===== config.mk =====
export PLATFORM = sky130hd
export DESIGN_NAME = serial_add_ctrl
export DESIGN_NICKNAME = d
export VERILOG_FILES = /design/src/rtl/serial_add_pkg.sv /design/src/rtl/serial_add_fa_bit.sv /design/src/rtl/serial_add_ctrl.sv
export SDC_FILE = /design/constraint.sdc
export NUM_CORES = 1
export LEC_CHECK = 0
export CORE_MARGIN = 5
export CORE_UTILIZATION = 45
export DETAILED_ROUTE_END_ITERATION = 12
export PLACE_DENSITY = 0.76
export SETUP_SLACK_MARGIN = 0.15
export SYNTH_ARGS = -nofsm -noshare
export SYNTH_HDL_FRONTEND = slang
export SYNTH_SLANG_ARGS = --single-unit

===== constraint.sdc =====
create_clock -name clk -period 2.3 [get_ports clk]
set_input_delay 0.345 -clock clk [delete_from_list [all_inputs] [get_ports clk]]
set_output_delay 0.345 -clock clk [all_outputs]
set_load 0.02 [all_outputs]

===== src/rtl/serial_add_pkg.sv =====
// Shared types for the bit-serial adder: controller state encoding and index sizing.
package serial_add_pkg;

    typedef enum logic [1:0] {
        IDLE = 2'd0,
        RUN  = 2'd1,
        DONE = 2'd2
    } state_t;

    // Bits needed to index WIDTH operand bits, never less than one.
    function automatic int idx_bits(input int width);
        return (width <= 2) ? 1 : $clog2(width);
    endfunction

endpackage


===== src/rtl/serial_add_fa_bit.sv =====
// One-bit full adder cell used as the serial datapath; purely combinational.
module fa_bit (
    input  logic x,
    input  logic y,
    input  logic ci,
    output logic s,
    output logic co
);

    assign s  = x ^ y ^ ci;
    assign co = (x & y) | (ci & (x ^ y));

endmodule


===== src/rtl/serial_add_ctrl.sv =====
// Bit-serial adder controller: one operand bit per RUN cycle, done pulses WIDTH+1 cycles after start.
// Optional signed-overflow output is enabled with macro SERIAL_ADD_OVF_EN.
module serial_add_ctrl
    import serial_add_pkg::*;
#(
    parameter int WIDTH = 8
) (
    input  logic             clk,
    input  logic             rst,
    input  logic             start,
    input  logic [WIDTH-1:0] a,
    input  logic [WIDTH-1:0] b,
    input  logic             c,
    output logic             busy,
    output logic             done,
    output logic [WIDTH-1:0] sum,
    output logic             carry
`ifdef SERIAL_ADD_OVF_EN
    ,
    output logic             ovf
`endif
);

    localparam int IW = idx_bits(WIDTH);
    localparam logic [IW-1:0] LAST_IDX = IW'(WIDTH - 1);

    state_t           state_q, state_d;
    logic [IW-1:0]    idx_q, idx_d;
    logic [WIDTH-1:0] a_q, a_d;
    logic [WIDTH-1:0] b_q, b_d;
    logic [WIDTH-1:0] sum_q, sum_d;
    logic             carry_q, carry_d;
    logic             fa_s, fa_co;

    fa_bit u_fa (
        .x  (a_q[idx_q]),
        .y  (b_q[idx_q]),
        .ci (carry_q),
        .s  (fa_s),
        .co (fa_co)
    );

    always_comb begin
        state_d = state_q;
        idx_d   = idx_q;
        a_d     = a_q;
        b_d     = b_q;
        sum_d   = sum_q;
        carry_d = carry_q;
        case (state_q)
            IDLE: begin
                if (start) begin
                    a_d     = a;
                    b_d     = b;
                    carry_d = c;
                    idx_d   = '0;
                    state_d = RUN;
                end
            end
            RUN: begin
                sum_d[idx_q] = fa_s;
                carry_d      = fa_co;
                idx_d        = idx_q + 1'b1;
                if (idx_q == LAST_IDX) begin
                    idx_d   = '0;
                    state_d = DONE;
                end
            end
            DONE:    state_d = IDLE;
            default: state_d = IDLE;
        endcase
    end

    always_ff @(posedge clk or posedge rst) begin
        if (rst) begin
            state_q <= IDLE;
            idx_q   <= '0;
            a_q     <= '0;
            b_q     <= '0;
            sum_q   <= '0;
            carry_q <= 1'b0;
        end else begin
            state_q <= state_d;
            idx_q   <= idx_d;
            a_q     <= a_d;
            b_q     <= b_d;
            sum_q   <= sum_d;
            carry_q <= carry_d;
        end
    end

`ifdef SERIAL_ADD_OVF_EN
    logic ovf_q, ovf_d;

    // Carry into the MSB is the running carry on the last RUN cycle.
    always_comb begin
        ovf_d = ovf_q;
        if (state_q == RUN && idx_q == LAST_IDX) begin
            ovf_d = carry_q ^ fa_co;
        end
    end

    always_ff @(posedge clk or posedge rst) begin
        if (rst) begin
            ovf_q <= 1'b0;
        end else begin
            ovf_q <= ovf_d;
        end
    end

    assign ovf = ovf_q;
`endif

    assign busy  = (state_q == RUN) || (state_q == DONE);
    assign done  = (state_q == DONE);
    assign sum   = sum_q;
    assign carry = carry_q;

endmodule


Word-level counts from Yosys, hierarchy flattened

Index checks and enable logic that the tools add are counted.
Widths: inputs -> output; s select.

Logic and storage cells: 41
Bits of input ports: 20
Register bits after elaboration: 30

Add/subtract/negate cells: 1
Bitwise operators: 5
Muxes and demuxes: 15
Equality and inequality tests: 5
Reduce and logical (&&, ||, !) cells: 7
$lt $le $gt $ge: 2

Operators by type and width:

| kind                | number |
|---|---|
| $bwmux 8            | 1 |
| $bmux 1 s3          | 2 |
| $mux 3              | 2 |
| $pmux 3 s2          | 1 |
| $reduce_and 2->1    | 3 |
| $lt 3x4->1 const B  | 1 |
| $mux 1              | 4 |
| $mux 2              | 2 |
| $ne 2x2->1 const B  | 2 |
| $pmux 2 s2          | 1 |
| $add 3x1->3 const B | 1 |
| $demux 1 s3         | 1 |
| $eq 3x3->1 const B  | 1 |
| $ge 3x1->1 const B  | 1 |
| $and 1x1->1         | 2 |
| $eq 2x1->1 const B  | 1 |
| $eq 2x2->1 const B  | 1 |
| $logic_not 2->1     | 1 |
| $pmux 1 s2          | 1 |
| $reduce_bool 2->1   | 1 |
| $xor 1x1->1         | 2 |
| $logic_and 1x1->1   | 1 |
| $logic_or 1x1->1    | 1 |
| $or 1x1->1          | 1 |

Depth between registers and ports, before layout

Word-level depth: 6
Mapped depth: 6

Hierarchy

Synthesis repeated with hierarchy kept, for this count alone.

Cells, all modules: 110
Area total of the unflattened synthesis: 1457.6 um^2

By module, submodules not included:

| module          | times used | cells an instance | area an instance (um^2) |
|---|---|---|---|
| serial_add_ctrl | 1          | 109               | 1437.6 |
| fa_bit          | 1          | 1                 | 20.0 |

Worst setup path after synthesis

OpenSTA, ideal clock, no wires.

Path type: reg-to-reg
Start: register idx_q[0]
End: register sum_q[1] (netlist: sum[1])
Arrival time: 2065 ps
Library setup time: 125 ps
Clock period less this slack: 2189 ps
Slack: 111 ps
Stages on the path, launching flop included: 6
Required time: 2175 ps
Path through: dfrtp_1 -> buf_6 -> mux4_1 -> mux2_2 -> fa_1 -> mux2_2

Word-level cells in the longest chain between the ends: 5
Elaborated cells on any way between the ends: 12

Ends and longest elaborated chain:

| item                                 | RTL line                                     | source |
|---|---|---|
| from (decl)                          | serial_add_ctrl.sv:28                        | `logic [IW-1:0] idx_q, idx_d;` |
| from (signal assigned)               | serial_add_ctrl.sv:84                        | `idx_q <= idx_d;` |
| $bmux 1 s3, on equally long branches | serial_add_ctrl.sv:36, serial_add_ctrl.sv:37 |  |
| $mux 1, on equally long branches     | serial_add_ctrl.sv:36, serial_add_ctrl.sv:37 |  |
| $xor 1x1->1 * (2 in series)          | serial_add_fa_bit.sv:10                      | `assign s = x ^ y ^ ci;` |
| via fa_s                             | serial_add_ctrl.sv:33                        | `logic fa_s, fa_co;` |
| $bwmux 8 *                           | serial_add_ctrl.sv:61                        | `sum_d[idx_q] = fa_s;` |
| to (signal assigned)                 | serial_add_ctrl.sv:87                        | `sum_q <= sum_d;` |
| to (decl)                            | serial_add_ctrl.sv:31                        | `logic [WIDTH-1:0] sum_q, sum_d;` |

The timed path passes the listed nets; every way through them passes the cells marked *. The select of a mux whose other input is x is not followed.
A chain may end at the register's enable or synchronous reset.

Worst setup path in the final report

Start: register idx_q[0]
End: register sum_q[4] (netlist: sum[4])

Same word-level chain as after synthesis.

==> impl_metrics.yaml <==
layout:
  areaGrowthSynthToFinish_pct: 26.90
  fin_cells: 181
  diodes: 0
  final_cell_mix: "sky130_fd_sc_hd__clkdlybuf4s50_1, sky130_fd_sc_hd__dfrtp_1, sky130_fd_sc_hd__mux2_2"
  finalNetCount: 166
  finalInstanceArea_um2: 1877
  post_route_cells_drive_above_1_share: 0.3212
  mostFrequentLayoutCell: "sky130_fd_sc_hd__clkdlybuf4s50_1"
setup_path:
  critical_path.slowest_cell: "sky130_fd_sc_hd__mux4_2"
  beginning_of_the_critical_path: "idx_q[0]"
  cp.arrival_ns: 2.37
  worst_setup_path_end_kind: "register"
  worst-setup-path-type: "register to register"
  crit_chain: "mux4_2, mux2_4, fa_2, mux2_2"
  cp_slowest_stage_delay_ns: 0.51
  path_delay_family: "multiplexers"
  critical_path_rt_ns: 2.51
  cp_max_fo: 8
  crit-reg2reg-launch: "idx_q[0]"
  critical_path.n_buffers_inverters: 0
  critPathLaunchType: "register"
cts:
  clock_tree.root_cell: "sky130_fd_sc_hd__clkbuf_4"
  cts_tree: "yes"
  cts-htree-levels: 2
  max-clock-path-buffers: 2
  cts_buffers: 5
  clk_transition_reported_paths_ns: 0.08
  cts.sinks: 30
  clock_insertion_delay_worst_skew_ns: 0.31
pwr:
  switching_power_w: 0.0009233
  ir_drop_mv: 0.4852
  p_per_area_nw_per_um2: 1392
  netSwitchingFraction: 0.3533
  power.leakage_nw: 0.7982
  pwr-share-clk: 0.112
  p_int_w: 0.001690
  combPwrFrac: 0.513
  p_seq_frac: 0.375
yosys:
  synth_warn: 0
  synth.lib_cells_used.distinct: 24
  synthDominantAreaCellType: "sky130_fd_sc_hd__dfrtp_1"
  synth_cells: 103
  postSynthNetCount: 131
  post_synth_main_area_contributors: "sky130_fd_sc_hd__dfrtp_1, sky130_fd_sc_hd__mux2_2, sky130_fd_sc_hd__mux4_1"
  per_instance_average_area_after_synthesis_um2: 14.36
  synth_top_area_frac: 0.5076
  synth_seq_area_share: 0.5076
  total_of_flip_flops_plus_latches_after_synthesis: 30
  netlist_area_um2: 1479
placed_design:
  dp_hpwl_um: 1954
  gp_congestion: 0.7479
  place.detailed.instances: 175
  io_buf_count: 30
  place_area_um2: 1832
run:
  max_cap_violations: 0
run_status:
  outcome: "completed"
timing:
  timing_hold_violations_final: 0
  period_share: 0.9414
  fin_setup_tns_ns: 0
  timing_max_transition_violations_final: 0
  max_slew_margin: 0.7251
  fin_skew_ns: 0.002751
  max_clock_freq_mhz: 461.8
  grt_setup_unrepaired: "true"
  post-route-min-period_ns: 2.165
  setup_viol_count_final: 0
  hold_slack_ns: 0.3941
  worst_margin_pin_slew_ns: 0.4123
detailed_routing:
  total_number_of_vias: 942
  detail_route.drc_violations: 0
  routed_length_on_met3_um: 155
  highest-signal-layer: "met4"
  drt_first_iter_violations: 79
  wl_met1_um: 1108
  dr.pass1.iters: 2
  vias_per_cell: 5.204
  ant_nets: 0
  route.final.wire_length_um: 2574
  routed_wire_length_per_instance_um: 14.22
  routed-wl-met2_um: 1267
global_routing:
  grt_usage: 0.1362
  first_global_vias: 1020
  grt_first_pass_wirelength_um: 4457
  grt_start_max_net_pins: 31
  grt_antenna_before_repair: 0
  final_global_route_overflow_total: 0
worst_hold_path:
  hold_crit_class: "primary input to asynchronous set/reset pin"
die:
  die-width_um: 67.33
  floorplan.die_area_um2: 4533
  core.rowCount: 20
  core_region_area_um2: 3103
  pin_count: 31
  start_util: 0.4766
  die_height_um: 67.33
[flip-flops by register name, indices dropped and copies added (netlist names)]
name	count
idx_q	3
carry	1
a_q	8
state_q	2
b_q	8
sum	8
[cell type report]
type                            count  area (um2)
Sequential cell                    30       752.0
Timing Repair Buffer               34       330.3
Clock buffer                        6       51.30
Multi-Input combinational cell     63       673.1
Inverter                            4       15.01
Fill cell                         283        1226
Tap cell                           44       55.05
[worst paths after layout]
check	end	slack (ns)	cells past startpoint
max in group asynchronous	idx_q[0]	1.62	3
max	sum[4]	0.13	4
min in group clk	a_q[7]	0.51	1
min	sum[3]	0.39	3
min reg2reg	a_q[7]	0.51	1
max reg2reg	sum[4]	0.13	4
[kinds of logic after synthesis]
kind of cell	share of synthesized area
AO/OA/AOI/OAI	0.02792
buffers and inverters	0.03384
adder cells (fa/ha/maj)	0.07276
multiplexers	0.2910
AND/OR/NAND/NOR	0.06684
flip-flops	0.5076
[tightest hold or removal path: stages]
cell and delay (ns):
sky130_fd_sc_hd__clkdlybuf4s50_1 0.40, sky130_fd_sc_hd__inv_1 0.05, sky130_fd_sc_hd__buf_4 0.33
[layer usage]
metal,up-vias,global-route usage
li1,441,-
met1,470,0.1552
met2,25,0.2319
met3,6,0.04493
met4,0,0.06076
met5,-,0
[per-stage QoR]
step / total power [W] / setup slack, ns / util
after floorplan: 0.001879 / 0.1561 / -
after global placement: 0.002239 / 0.1046 / 0.5903
after global routing: 0.002808 / 0.06675 / 0.6048
after detailed placement: 0.002306 / 0.04720 / 0.5903
final: 0.002613 / 0.1347 / 0.6048
after CTS: 0.002659 / 0.1163 / 0.6048
[power by group through the flow]
stage                     Sequential, W  Clock, W  Combinational, W
after floorplan                0.000980         0          0.000900
after global placement         0.000959         0           0.00128
after detailed placement       0.000977         0           0.00133
after CTS                      0.000985  0.000309           0.00137
after global routing            0.00102  0.000328           0.00146
final                          0.000979  0.000292           0.00134
[cell usage after synthesis, drive strengths merged]
master / instances
inv: 4
a221o: 1
mux4: 4
fa: 1
clkbuf: 1
nand2b: 2
o21ai: 1
nor2: 2
ha: 7
and2: 1
nand4: 1
a21boi: 1
a22o: 1
nor3: 1
mux2i: 1
mux2: 28
nand2: 3
dfrtp: 30
a32o: 1
nand4b: 2
nand3: 2
buf: 5
nor3b: 3
[timing repair]
action                     4_1_cts  5_1_grt
hold endpoints to repair         0        0
pin swaps                        1        0
hold buffers                     0        0
setup buffers                    0        0
resized for setup                7        0
gates cloned                     0        0
setup endpoints to repair        8        8
(Power assumes the default switching activity.)
